**config.mk**
```make
export PLATFORM = sky130hd
export DESIGN_NAME = updown_counter_mod
export DESIGN_NICKNAME = d
export VERILOG_FILES = /design/src/rtl/counter_pkg.sv /design/src/rtl/updown_counter_mod.sv
export SDC_FILE = /design/constraint.sdc
export NUM_CORES = 1
export LEC_CHECK = 0
export ABC_AREA = 1
export BUFFER_PORTS_ARGS = -buffer_cell sky130_fd_sc_hd__buf_2
export CAP_MARGIN = 20
export CORE_ASPECT_RATIO = 1.2
export CORE_MARGIN = 2
export CORE_UTILIZATION = 45
export CTS_BUF_LIST = sky130_fd_sc_hd__clkbuf_16
export DETAILED_ROUTE_END_ITERATION = 12
export GPL_TIMING_DRIVEN = 0
export PLACE_DENSITY = 0.71
export SETUP_SLACK_MARGIN = 0.05
export SLEW_MARGIN = 10
export SYNTH_ARGS = -nofsm -noshare
export SYNTH_HDL_FRONTEND = slang
export SYNTH_SLANG_ARGS = --single-unit
```
**constraint.sdc**
```tcl
create_clock -name clk -period 2.6 [get_ports clk]
set_input_delay 0.26 -clock clk [delete_from_list [all_inputs] [get_ports clk]]
set_output_delay 0.26 -clock clk [all_outputs]
set_load 0.1 [all_outputs]
```
**src/rtl/counter_pkg.sv**
```systemverilog
// counter_pkg: mode constants and default width shared by the counter block
package counter_pkg;
  localparam int MODE_WRAP = 0;
  localparam int MODE_SAT = 1;
  localparam int DEFAULT_WIDTH = 4;
endpackage

```
**src/rtl/updown_counter_mod.sv**
```systemverilog
// updown_counter_mod: loadable up/down counter bounded to 0..max_val, wrapping or saturating, with registered data_out/ovf and combinational tc
module updown_counter_mod
  import counter_pkg::*;
#(
  parameter int WIDTH = DEFAULT_WIDTH,
  parameter int SAT_MODE = MODE_WRAP
) (
  input  logic             clk,
  input  logic             rst,
  input  logic             en,
  input  logic             updown,
  input  logic             load,
  input  logic [WIDTH-1:0] data,
  input  logic [WIDTH-1:0] max_val,
  output logic [WIDTH-1:0] data_out,
  output logic             tc,
  output logic             ovf
);
  localparam logic [WIDTH-1:0] ONE = {{(WIDTH-1){1'b0}}, 1'b1};
  localparam logic SAT = SAT_MODE == MODE_SAT;
  logic bnd;
  logic [WIDTH-1:0] nxt;
  assign tc = updown ? data_out >= max_val : data_out == '0;
  assign bnd = en & tc;
  always_comb begin
    nxt = load ? (data > max_val ? max_val : data)
        : !en ? data_out
        : bnd ? ((updown ^ SAT) ? '0 : max_val)
        : updown ? data_out + ONE : data_out - ONE;
  end
  always_ff @(posedge clk or negedge rst) begin
    if (!rst) begin
      data_out <= '0;
      ovf <= 1'b0;
    end else begin
      data_out <= nxt;
      ovf <= !load & bnd;
    end
  end
endmodule

```
# Word-level counts from Yosys, hierarchy flattened
# Cells that the tools add are included.
# classes
addsub	2
n_lt_le_gt_ge	2
mux	7
n_bitwise	2
reduce_logical	3
# op_table
operator	count
two-way mux 4 bit	6
adder 4 x 1 -> 4 bit, second input constant	1
>= comparator 4 bit	1
greater-than comparator 4 bit	1
zero test 4 bit	1
subtractor 4 x 1 -> 4 bit, second input constant	1
AND 1 bit	2
nonzero test 2 bit	1
zero test 1 bit	1
two-way mux 1 bit	1
# totals
reg_bits	5
inputBits	13
output_inout_bits	6
word_cells	18

# Depth between registers and ports, before layout
# depth
word_depth	6
ltp_mapped	12
mapped_depth_nobuf	12

# Worst setup path before layout
# No wires, ideal clock.
# synth_timing
kind	reg2out
start	register data_out[0]
end	output port tc
arrival_time_ns	2.425
required_time_ns	2.340
path_slack_ns	-0.085
path_stages_with_launch	8
n_path_buf	0
cell_sequence	dfrtp_1 -> inv_1 -> ha_1 -> nand2_1 -> inv_1 -> nand2_1 -> nand4_2 -> and2_1
# synth_between
elab_chain_len	2
elab_cells_between_ends	3
cone_classes	1 x order compare; 1 x mux; 1 x reduce/logical
# synth_rtl
element	line	text
start: declaration	updown_counter_mod.sv:15	output logic [WIDTH-1:0] data_out,
start signal: assignment	updown_counter_mod.sv:36	data_out <= nxt;
>= comparator 4 bit or zero test 4 bit (tied branches)	updown_counter_mod.sv:23	assign tc = updown ? data_out >= max_val : data_out == '0;
two-way mux 1 bit (*)	updown_counter_mod.sv:23	
end: declaration	updown_counter_mod.sv:16	output logic tc,
# Every way passes the cells marked *; elsewhere a longest branch is shown, timed or not.

# Worst setup path in the final report
# layout_timing
start	register data_out[1]
end	output port tc
# Same word-level chain as after synthesis.

==> metrics <==
status=finished, final reports clean; initial antenna violation count=0; htree depth=1; top cell type's share of synthesized area=17.8%; Die Width=40.1 um; wire length on met3=73 um; dpl cells=140; Total Neg Setup Slack=0 ns; cts repair resizes=0; DR WL/cell=11.3 um; skew final=0.000748 ns; layout cells sized above 1=25.8%; Worst Tran Pin Value=0.490 ns; Yosys cell types=19; total CTS buffers=3; CTS clk-pin slew, worst paths=0.03 ns; Inserted Diodes=0; Max Clk Rate=0.469 GHz; CP cell instances=ha_1, nand2_1, inv_1, nand2_1, nand4_2, and2_2, buf_2; final slew viol count=0; met2 wire len=817 um; Data required, critical path=2.34 ns; largest net degree at the start of global routing=9; grt ovf=0; Sw Share=46.4%; Initial Util=48.7%; endpoint class of the critical path=output pin; die height=47.3 um; Seq/Total Area, Yosys=17.8%; uppermost layer routed=met4; Seq cells post-synth=5; Rel. slew slack=67.6%; Pint=403 uW; crit path time final=2.13 ns; synth warn=0; Max Buffers Root-to-Sink=2; slowest CP cell=dfrtp_1; WP data arrival=1.87 ns; Pre-Repair DR Iteration Count=4; Synth Instances=105; met1 WL=733 um; Vias=751; Clock Power Share=33.0%; Worst Path Class, Setup=register to output pin; GR Util All Layers=20.4%; Final GP Congestion=0.838; PortBufs=18; vias in the first global route=639; Final Instance Count excl. Fillers=145; # setup viols final=0; global-route wire length before repair=2710 um; # nets final=153; Skew-Pair Late Insertion Delay=0.22 ns; Hold Crit Class=input pin to register; core region area=1450 um2; die area=1900 um2; vias per cell=5.18; clock sinks=5; Tot Pwr=751 uW; PD cells=828 nW/um2; TritonCTS clock tree=built; Worst path max stage delay=0.45 ns; Reg power frac=16.4%; largest cells by area after synthesis=dfrtp_1, ha_1, nand2_1; unrepaired setup endpoints after global routing=no; dpl hpwl=1290 um; cell taking the most area after synthesis=dfrtp_1; Iteration-0 DRC Markers=16; Final Hold Vio Count=0; Avg Cell Area, Syn=6.71 um2; Mapped Nets=129; row count=15; NetSw=349 uW; Layout area overhead=28.8%; CP Max Fanout=6; Final ANT Viol Nets=0; area of the mapped netlist=704 um2; Max-Cap Viols=0; commonest non-fill, non-tap cell in the layout=nand2_1; Post-Route WL=1640 um; VDD IR max=0.000572 V; Root Buffer=clkbuf_16; Setup crit start kind=register; Logic pwr share=50.7%; io pins=19; cell mode on critical path=nand2_1; crit share post-route=82.0%; most frequent cells in the layout=nand2_1, buf_2, nor2_1; Leak=0.000498 uW; residual DRC count=0
worst max-delay path, delay by kind of cell (launching register included):
| kind | cells | cell delay, ns |
|---|---|---|
| adders and majority gates | 1 | 0.33 |
| DFF | 1 | 0.45 |
| and+or+nand+nor | 4 | 0.40 |
| buffers and inverters | 2 | 0.45 |
synth_stat cells:
master,number
a21oi_1,10
a21oi_2,1
and2_1,1
dfrtp_1,5
fa_1,1
ha_1,10
inv_1,13
inv_2,3
nand2_1,23
nand2_2,2
nand2_4,1
nand3_1,8
nand3_2,1
nand3_4,1
nand3b_1,1
nand4_1,4
nand4_2,1
nor2_1,16
xnor2_1,3
logic make-up (layout without fill, tap and decap cells):
group           after synthesis  in the layout  share of synthesized area, %
xor+xnor                      3              3                          3.73
fa+ha+maj                    11             11                          20.6
compound gates               11             11                          8.35
flops                         5              5                          17.8
buf+inv                      16             39                          8.53
simple gates                 59             59                          41.0
metal layers:
metal	global-route usage (%)	up-vias
met5	0	-
met4	5.52	0
met3	1.42	2
met2	35.8	26
met1	26.1	335
li1	-	388
what timing repair did:
| item | in CTS | in global routing |
|---|---|---|
| hold endpoints to repair | 5 | 0 |
| hold buffers | 1 | 0 |
| buffers inserted | 0 | 0 |
path summary, 6_finish.rpt:
check,startpoint,end,slack (ns),cells past startpoint
max,data_out[1],tc,0.47,7
min,load,ovf,0.29,2
max reg2reg,data_out[1],data_out[3],0.99,9
min reg2reg,data_out[2],data_out[2],0.64,2
max in group asynchronous,rst,data_out[0],2.08,2
min in group asynchronous,rst,data_out[2],0.37,2
registers in the layout, summed over array words and instances (netlist names):
register,count
data_out,4
ovf,1
power by group through the flow:
stage	Sequential [uW]	Combinational (uW)	Clock, uW
global route	126	422	255
floorplan	233	196	0
global placement	122	374	0
finish	123	381	248
CTS	124	382	252
detailed placement	124	378	0
stage by stage:
step / hold WS, ns / cell area [um2] / setup slack (ns) / util [%]
floorplan: -0.0356 / 707 / 0.263 / -
global placement: 0.0743 / 818 / 0.724 / 56.6
detailed placement: 0.0758 / 818 / 0.704 / 56.6
CTS: 0.294 / 907 / 0.460 / 62.8
global route: 0.305 / 907 / 0.349 / 62.8
finish: 0.295 / 907 / 0.468 / 62.8
layout make-up:
cell class              count  area [um2]
repair buffers             19         100
flip-flops and latches      5         126
multi-input cells          84         520
fillers                   149         538
clock inverters             1        3.75
well taps                  17        21.3
inverters                  16        60.1
clock buffers               3        75.1
Note: power is estimated with default switching activity, not from simulation.
